### src/rtl/tape_pulse_decoder.sv
// tape_pulse_decoder: recovers bytes from a ZX Spectrum style tape signal.
// Half-pulse widths are measured in clk cycles, pilot/sync are qualified,
// and data half-pulses are paired into bits that assemble MSB-first.
module tape_pulse_decoder #(
  parameter int unsigned CLK_FREQ    = 27000000,
  parameter int unsigned PILOT_COUNT = 256
) (
  input  logic        clk,
  input  logic        reset_n,
  input  logic        enable,
  input  logic        mic_in,
  output logic [7:0]  byte_data,
  output logic        byte_valid,
  input  logic        byte_ready,
  output logic        block_start,
  output logic        block_end,
  output logic        checksum_ok,
  output logic [15:0] byte_count,
  output logic        error,
  output logic        overrun
);
  localparam int unsigned KHZ = CLK_FREQ / 1000;

  // Convert a duration in 3.5 MHz T-states into clk cycles.
  function automatic logic [17:0] tstates(input int unsigned t);
    return 18'(t * KHZ / 3500);
  endfunction

  function automatic logic [17:0] sat_inc18(input logic [17:0] v);
    return (&v) ? v : v + 18'd1;
  endfunction

  function automatic logic [15:0] sat_inc16(input logic [15:0] v);
    return (&v) ? v : v + 16'd1;
  endfunction

  localparam logic [17:0] GLITCH    = tstates(300);
  localparam logic [17:0] SYNC_MAX  = tstates(1100);
  localparam logic [17:0] PILOT_MIN = tstates(1800);
  localparam logic [17:0] PILOT_MAX = tstates(2600);
  localparam logic [17:0] BIT_SPLIT = tstates(2400);
  localparam logic [17:0] PAIR_MAX  = tstates(4500);
  localparam logic [17:0] TIMEOUT   = tstates(10000);
  localparam logic [18:0] GLITCH_X2 = {GLITCH, 1'b0};
  localparam logic [15:0] PILOT_TGT = 16'(PILOT_COUNT);

  typedef enum logic [1:0] {IDLE, PILOT, SYNC2, DATA} state_t;

  state_t      state, state_next;
  logic        mic_p0, mic_p1, mic_p2;
  logic        mic_edge;
  logic [17:0] width_cnt;
  logic [15:0] pilot_cnt;
  logic [17:0] half_w;
  logic        half_pending;
  logic [2:0]  bit_cnt;
  logic [7:0]  shift_reg;
  logic [7:0]  xor_acc;
  logic [18:0] pair_sum;
  logic        in_pilot, in_sync, timeout, pair_bad, bit_val;
  logic        pilot_first, pilot_step, start_evt, half_evt, bit_evt;
  logic        err_evt, end_evt, byte_done;
  logic [7:0]  new_byte;

  assign mic_edge = mic_p1 ^ mic_p2;
  assign in_pilot = (width_cnt >= PILOT_MIN) && (width_cnt <= PILOT_MAX);
  assign in_sync  = (width_cnt >= GLITCH) && (width_cnt < SYNC_MAX);
  assign timeout  = (width_cnt == TIMEOUT);
  assign pair_sum = {1'b0, half_w} + {1'b0, width_cnt};
  assign pair_bad = (pair_sum < GLITCH_X2) || (pair_sum > {1'b0, PAIR_MAX});
  assign bit_val  = (pair_sum >= {1'b0, BIT_SPLIT});
  assign new_byte = {shift_reg[6:0], bit_val};

  // Input synchronizer (p0/p1) plus previous level (p2) and width counter
  always_ff @(posedge clk or negedge reset_n) begin
    if (!reset_n) begin
      mic_p0    <= 1'b0;
      mic_p1    <= 1'b0;
      mic_p2    <= 1'b0;
      width_cnt <= '0;
    end else begin
      mic_p0    <= mic_in;
      mic_p1    <= mic_p0;
      mic_p2    <= mic_p1;
      width_cnt <= mic_edge ? 18'd0 : sat_inc18(width_cnt);
    end
  end

  // State register
  always_ff @(posedge clk or negedge reset_n) begin
    if (!reset_n) state <= IDLE;
    else          state <= state_next;
  end

  // Next-state decode from the measured half-pulse width
  always_comb begin
    state_next = state;
    if (!enable) begin
      state_next = IDLE;
    end else begin
      case (state)
        IDLE:  if (mic_edge && in_pilot) state_next = PILOT;
        PILOT: begin
          if (mic_edge) begin
            if (in_pilot)                              state_next = PILOT;
            else if (in_sync && pilot_cnt >= PILOT_TGT) state_next = SYNC2;
            else                                       state_next = IDLE;
          end else if (timeout) begin
            state_next = IDLE;
          end
        end
        SYNC2: begin
          if (mic_edge)     state_next = in_sync ? DATA : IDLE;
          else if (timeout) state_next = IDLE;
        end
        DATA: begin
          if (mic_edge && half_pending && pair_bad) state_next = IDLE;
          else if (!mic_edge && timeout)            state_next = IDLE;
        end
        default: state_next = IDLE;
      endcase
    end
  end

  // Event strobes; all suppressed while the decoder is disabled
  always_comb begin
    pilot_first = enable && (state == IDLE)  && mic_edge && in_pilot;
    pilot_step  = enable && (state == PILOT) && mic_edge && in_pilot;
    start_evt   = enable && (state == SYNC2) && mic_edge && in_sync;
    half_evt    = enable && (state == DATA)  && mic_edge && !half_pending;
    bit_evt     = enable && (state == DATA)  && mic_edge && half_pending && !pair_bad;
    err_evt     = enable && (state == DATA)  && mic_edge && half_pending && pair_bad;
    end_evt     = enable && (state == DATA)  && !mic_edge && timeout;
    byte_done   = bit_evt && (bit_cnt == 3'd7);
  end

  // Pilot counting, bit/byte assembly and block bookkeeping
  always_ff @(posedge clk or negedge reset_n) begin
    if (!reset_n) begin
      pilot_cnt    <= '0;
      half_w       <= '0;
      half_pending <= 1'b0;
      bit_cnt      <= '0;
      shift_reg    <= '0;
      xor_acc      <= '0;
      byte_count   <= '0;
      checksum_ok  <= 1'b0;
      overrun      <= 1'b0;
      block_start  <= 1'b0;
      block_end    <= 1'b0;
      error        <= 1'b0;
    end else begin
      block_start <= start_evt;
      block_end   <= end_evt;
      error       <= err_evt;
      if (pilot_first)                          pilot_cnt <= 16'd1;
      else if (pilot_step && pilot_cnt < PILOT_TGT) pilot_cnt <= pilot_cnt + 16'd1;
      if (start_evt) begin
        half_pending <= 1'b0;
        bit_cnt      <= '0;
        shift_reg    <= '0;
        xor_acc      <= '0;
        byte_count   <= '0;
        checksum_ok  <= 1'b0;
        overrun      <= 1'b0;
      end else begin
        if (half_evt) begin
          half_w       <= width_cnt;
          half_pending <= 1'b1;
        end
        if (bit_evt) begin
          half_pending <= 1'b0;
          shift_reg    <= new_byte;
          bit_cnt      <= bit_cnt + 3'd1;
        end
        if (byte_done) begin
          xor_acc    <= xor_acc ^ new_byte;
          byte_count <= sat_inc16(byte_count);
          if (byte_valid && !byte_ready) overrun <= 1'b1;
        end
        if (end_evt)
          checksum_ok <= (xor_acc == 8'h00) && (byte_count != 16'd0) &&
                         (bit_cnt == 3'd0) && !half_pending;
      end
    end
  end

  // Output byte holding register with valid/ready handshake
  always_ff @(posedge clk or negedge reset_n) begin
    if (!reset_n) begin
      byte_data  <= '0;
      byte_valid <= 1'b0;
    end else if (byte_done && (!byte_valid || byte_ready)) begin
      byte_data  <= new_byte;
      byte_valid <= 1'b1;
    end else if (byte_valid && byte_ready) begin
      byte_valid <= 1'b0;
    end
  end

endmodule

### config.mk
export PLATFORM = sky130hd
export DESIGN_NAME = tape_pulse_decoder
export DESIGN_NICKNAME = d
export VERILOG_FILES = /design/src/rtl/tape_pulse_decoder.sv
export SDC_FILE = /design/constraint.sdc
export NUM_CORES = 1
export LEC_CHECK = 0
export ABC_AREA = 1
export BUFFER_PORTS_ARGS = -buffer_cell sky130_fd_sc_hd__buf_2
export CAP_MARGIN = 10
export CORE_ASPECT_RATIO = 1.75
export CORE_MARGIN = 2
export CORE_UTILIZATION = 30
export DETAILED_ROUTE_END_ITERATION = 10
export SYNTH_ARGS = -nofsm -noshare
export SYNTH_HDL_FRONTEND = slang
export SYNTH_SLANG_ARGS = --single-unit
### constraint.sdc
create_clock -name clk -period 3.1 [get_ports clk]
set_input_delay 0 -clock clk [delete_from_list [all_inputs] [get_ports clk]]
set_output_delay 0 -clock clk [all_outputs]
set_load 0.1 [all_outputs]
Word level (Yosys, flattened, before mapping)
Cells that the tools add are included.

storage, ports and cells
  input port bits = 5
  output and inout bits = 30
  register bits = 106
  word-level logic and storage cells = 135

operators by class
  $lt $le $gt $ge = 9
  multiplexer cells = 34
  bitwise gates (word level) = 3
  reduce and logical (&&, ||, !) cells = 56
  equal/unequal tests = 9
  $add $sub $neg = 5

operators with widths
  operator                                                          count
  two-way mux 16 bit                                                5
  two-way mux 18 bit                                                2
  adder 16 x 1 -> 16 bit, second input constant                     2
  logical AND 1 bit                                                 32
  two-way mux 2 bit                                                 10
  adder 18 x 18 -> 19 bit                                           1
  >= comparator 19 x 15 -> 1 bit, second input constant             1
  greater-than comparator 19 x 16 -> 1 bit, second input constant   1
  less-than comparator 19 x 13 -> 1 bit, second input constant      1
  adder 18 x 1 -> 18 bit, second input constant                     1
  equality test 18 x 17 -> 1 bit, second input constant             1
  >= comparator 18 x 12 -> 1 bit, second input constant             1
  >= comparator 18 x 14 -> 1 bit, second input constant             1
  less-or-equal comparator 18 x 15 -> 1 bit, second input constant  1
  less-than comparator 18 x 14 -> 1 bit, second input constant      1
  AND reduction 18 bit                                              1
  >= comparator 16 x 9 -> 1 bit, second input constant              1
  less-than comparator 16 x 9 -> 1 bit, second input constant       1
  two-way mux 8 bit                                                 2
  AND reduction 16 bit                                              1
  nonzero test 16 bit                                               1
  two-way mux 7 bit                                                 2
  nonzero test 2 bit                                                6
  two-way mux 1 bit                                                 10
  other kinds (19)                                                  30

Longest topological paths before layout
  word-level depth = 8
  gate-level depth with buffers = 21
  gate-level depth less buffers = 21

Worst setup path before layout
OpenSTA, ideal clock, no wires.

  path type = reg-to-reg
  start point = reg byte_count[1]
  end point = reg byte_count[11]
  slack = 0.290 ns
  stages on the path, launching flop included = 12
  period minus slack after synthesis = 2.810 ns
  arrival time = 2.741 ns
  buffers on the path = 1
  path through = dfrtp_1 ha_1 nand2_1 inv_1 nand3_1 or4_1 nor2_1 nand4_1 nand4_2 buf_4 nand3_1 nand2_1

between the ends
  cells in the longest elaborated chain, start to end = 4
  elaborated cells on any way between the ends = 7

ends and longest elaborated chain
  what                      line  text
  start: declaration        18    output logic [15:0] byte_count,
  start signal: assignment  178   byte_count <= sat_inc16(byte_count);
  adder 16 x 1 -> 16 bit    34    return (&v) ? v : v + 16'd1;
  two-way mux 16 bit        34
  two-way mux 16 bit        176   if (byte_done) begin
  two-way mux 16 bit        158   if (start_evt) begin

Parallel ways exist; a longest one is shown, timed or not. The select of a mux whose other input is x is not followed.
A chain may end at the register's enable or synchronous reset.

Final worst setup path
  start point = reg width_cnt[6]
  end point = reg byte_data[7]

between the ends
  cells in the longest elaborated chain, start to end = 7
  elaborated cells on any way between the ends = 8

ends and longest elaborated chain
  what                                                                                               line  text
  start: declaration                                                                                 52    logic [17:0] width_cnt;
  start signal: assignment                                                                           85    width_cnt <= mic_edge ? 18'd0 : sat_inc18(width_cnt);
  adder 18 x 18 -> 19 bit *                                                                          69    assign pair_sum = {1'b0, half_w} + {1'b0, width_cnt};
  less-than comparator 19 x 13 -> 1 bit or greater-than comparator 19 x 16 -> 1 bit (tied branches)  70    assign pair_bad = (pair_sum < GLITCH_X2) || (pair_sum > {1'b0, PAIR_MAX});
  logical OR 1 bit *                                                                                 70
  zero test 1 bit *                                                                                  131   bit_evt = enable && (state == DATA) && mic_edge && half_pending && !pair_bad;
  logical AND 1 bit *                                                                                131
  logical AND 1 bit *                                                                                134   byte_done = bit_evt && (bit_cnt == 3'd7);
  logical AND 1 bit *                                                                                193   end else if (byte_done && (!byte_valid || byte_ready)) begin
  end signal: assignment                                                                             194   byte_data <= new_byte;
  end: declaration                                                                                   12    output logic [7:0] byte_data,

Every way passes the cells marked *; elsewhere a longest branch is shown, timed or not.

==> metrics.txt <==
# DRC=0; # setup viols final=0; Die X=120 um; total global routing overflow=0; post-layout util=35.1%; Worst Path Max Fanout=8; placed cell area=0.00766 mm^2; Startpoint Class=flop; Post-Syn Area=0.00702 mm^2; sequential area share after synthesis=37.8%; largest net degree at the start of global routing=60; total chip power=2.76 mW; LEAKAGE=4.25 nW; Post-synth ARST share=100%; biggest regs=half_w: 18 flops, width_cnt: 18 flops; Worst path max stage delay=0.45 ns; CP endpoint=byte_data[7]; internal power=2.04 mW; fin crit share=94.4%; worst path cell trace=ha_2 -> nand2_1 -> nand2_1 -> a21oi_2 -> nand2_2 -> nand2_2 -> nand2_1 -> nand2_1 -> nand2_1 -> nor2_2 -> nand3_2 -> a21oi_4 -> nand4_4 -> buf_4 -> nor2_4 -> nand2_1 -> nand2_1; EDFF count, synth=0; Peak Freq=0.342 GHz; post-synthesis mux area share=0.321%; largest family of logic cells by synthesized area=simple AND/OR/NAND/NOR gates; Reg power frac=51.0%; die height=206 um; antenna-violating nets left=0; clock buffer count from CTS=9; average wire per standard cell=14.4 um; Sw Pwr=0.726 mW; Setup WS post-layout=0.172 ns; CTS tree=done; routed via count=6,514; clock skew=0.0135 ns; Die Area=0.0247 mm^2; Gate Count Post-Synth=975; 1st-iter DRT viols=314; PD cells=340 mW/mm^2; Comb power frac=6.0%; clk sinks=106; first-pass GRT wire length=31.9 mm; DP Worst Slack=0.0943 ns; critical path's top delay family=simple AND/OR/NAND/NOR gates; initial core utilization=30.3%; XOR/XNOR Fraction of Synth Area=2.62%; Final nets=1,071; number of diodes=0; Clk Latency, worst-skew pair=0.37 ns; fillers=2,522; Synth Flop Type=dfrtp_1; H-tree levels=3; worst slew pin tran=0.840 ns; Clock power frac=43.1%; slew margin rel.=43.6%; Reg clk slew, reported paths=0.08 ns; r2r endpoint=byte_data[7]; simple logic cell fraction of the synthesized area=35.6%; share of cells above drive strength 1=14.0%; CP startpoint=width_cnt[6]; max-slew violations=0; Synth warnings=0; worst path bufs/invs=1; vias in the first global route=6,671; PortBufs=34; final wirelength=19.3 mm; adder-cell share of the synthesized area=5.45%; # rows=74; Placer Congestion=0.943; Area Growth Syn to Fin=15.7%; switch share=26.3%; final cell area excluding filler cells=0.00812 mm^2; reg2reg start=width_cnt[6]; TritonRoute pass-1 iters=5; Netlist cell types=50; Min-Delay Path Class=primary input to flop; core area=0.0231 mm^2; GRT Util Overall=16.2%; reg2reg path depth=17; #FFs+latches synth=106; cell depth of the worst setup path=17; CP most frequent cell=nand2_1; initial antenna violation count=0; crit path capture type=flop; Final min period=2.93 ns; CTS Buffer Depth=2; critical path's slowest cell=dfrtp_1; CP Data Arrival Time=3.25 ns; post-synthesis area per instance=7.20 um^2; reg2reg setup slack=0.17 ns; Root Driver=clkbuf_16; CP Class=flop to flop; hpwl dp=14.9 mm; Critical Path RT=3.42 ns; syn_nets=1,010; total of max-cap violations=0; Final Hold Vio Count=0; I/O pins=35; vias per std cell=4.84; Compound-Gate Fraction of Synth Area=9.12%; status=completed; Worst VDD drop=0.000239 V
[layout make-up]
type	instances	area (um^2)	share of cell area, %
Clock inverter	6	65.1	0.801
Multi-Input combinational cell	706	3810	46.9
Tap cell	304	380	4.68
Clock buffer	10	239	2.94
Inverter	149	559	6.88
Timing Repair Buffer	64	418	5.14
Sequential cell	106	2650	32.7
[power groups by stage]
stage          registers [mW]  clock network [mW]  logic (mW)
2_1_floorplan            1.44                   0      0.0815
3_3_place_gp             1.43                   0       0.154
3_5_place_dp             1.43                   0       0.156
4_1_cts                  1.41                1.23       0.160
5_1_grt                  1.41                1.27       0.187
6_report                 1.41                1.19       0.165
[placed cells by master, fill, tap and decap left out, types with 7 or more instances in the layout]
master,Yosys,routed
a21oi_1,32,32
nand2_1,274,273
nor3_1,23,23
nand3_1,95,93
nor2_1,72,71
buf_2,3,33
dfrtp_1,106,106
nor4_1,8,8
o22ai_1,8,8
nand3_2,5,7
buf_4,1,27
nand4_1,19,19
nor2_2,6,7
inv_1,145,145
clkbuf_16,0,9
xor2_1,20,20
o21ai_0,41,41
ha_1,29,22
nand2_2,15,15
[stage by stage]
step	hold slack, ns	cells	setup TNS (ns)
4_1_cts	0.0408	1337	0
6_report	0.0539	1345	0
3_3_place_gp	0.0742	1318	0
3_5_place_dp	0.0780	1318	0
2_1_floorplan	-0.296	975	0
5_1_grt	0.0928	1345	-0.0125
[cell families (layout without fill, tap and decap cells)]
| family | count (synthesis) | in the layout |
|---|---|---|
| AOI/OAI and AO/OA | 109 | 109 |
| xor gates and xnor gates | 21 | 21 |
| adders and majority gates | 30 | 30 |
| buffers and inverters | 165 | 229 |
| DFF | 106 | 106 |
| muxes | 2 | 2 |
| and+or+nand+nor | 542 | 544 |
[what timing repair did]
item / CTS / global route
setup endpoints to repair: 0 / 42
setup buffers: 0 / 6
hold endpoints to repair: 49 / 0
gates resized for setup: 0 / 15
hold buffers: 3 / 0
[worst min-delay path, delay by kind of cell]
family | cells | cell delay (ns)
AND/OR/NAND/NOR | 3 | 0.22
buffers and inverters | 1 | 0.13
AO/OA/AOI/OAI | 1 | 0.04
[Yosys cell counts, types with 2 or more instances]
master	count	area (um^2)
nand2_2	15	93.8
nand2_1	274	1030
a31oi_1	3	18.8
inv_2	4	15.0
a21oi_1	32	160
a21oi_2	3	26.3
o21ai_1	6	30.0
nand3_1	95	475
nor3_1	23	115
buf_6	2	22.5
inv_1	145	544
clkbuf_1	9	33.8
nor2_1	72	270
nor2_2	6	37.5
nor2_4	5	56.3
or2_2	3	18.8
a211oi_1	5	37.5
o21ai_0	41	205
buf_2	3	15.0
nor4_1	8	50.1
xor2_1	20	175
o211a_1	2	20.0
o22ai_1	8	50.1
ha_1	29	363
mux2_2	2	22.5
nand3_2	5	50.1
nor3b_1	2	15.0
dfrtp_1	106	2650
nand3b_1	5	37.5
nand4_1	19	119
nand2_4	3	33.8
a21oi_4	2	32.5
[how the worst min path moves through the flow]
stage | startpoint | end | cells after the start
after global placement | reset_n | width_cnt[5] | 1
after floorplan | reset_n | bit_cnt[0] | 0
after CTS | enable | state[1] | 5
after global routing | enable | state[1] | 5
after detailed placement | reset_n | width_cnt[5] | 1
final | enable | state[1] | 5
[routing by layer]
metal | track usage [%] | up-vias | routed length [um]
li1 | - | 3272 | -
met1 | 16.3 | 3057 | 7400
met2 | 31.0 | 127 | 10400
met3 | 2.07 | 58 | 486
met4 | 9.96 | 0 | 1000
met5 | 0 | - | 0
(Power assumes the default switching activity.)
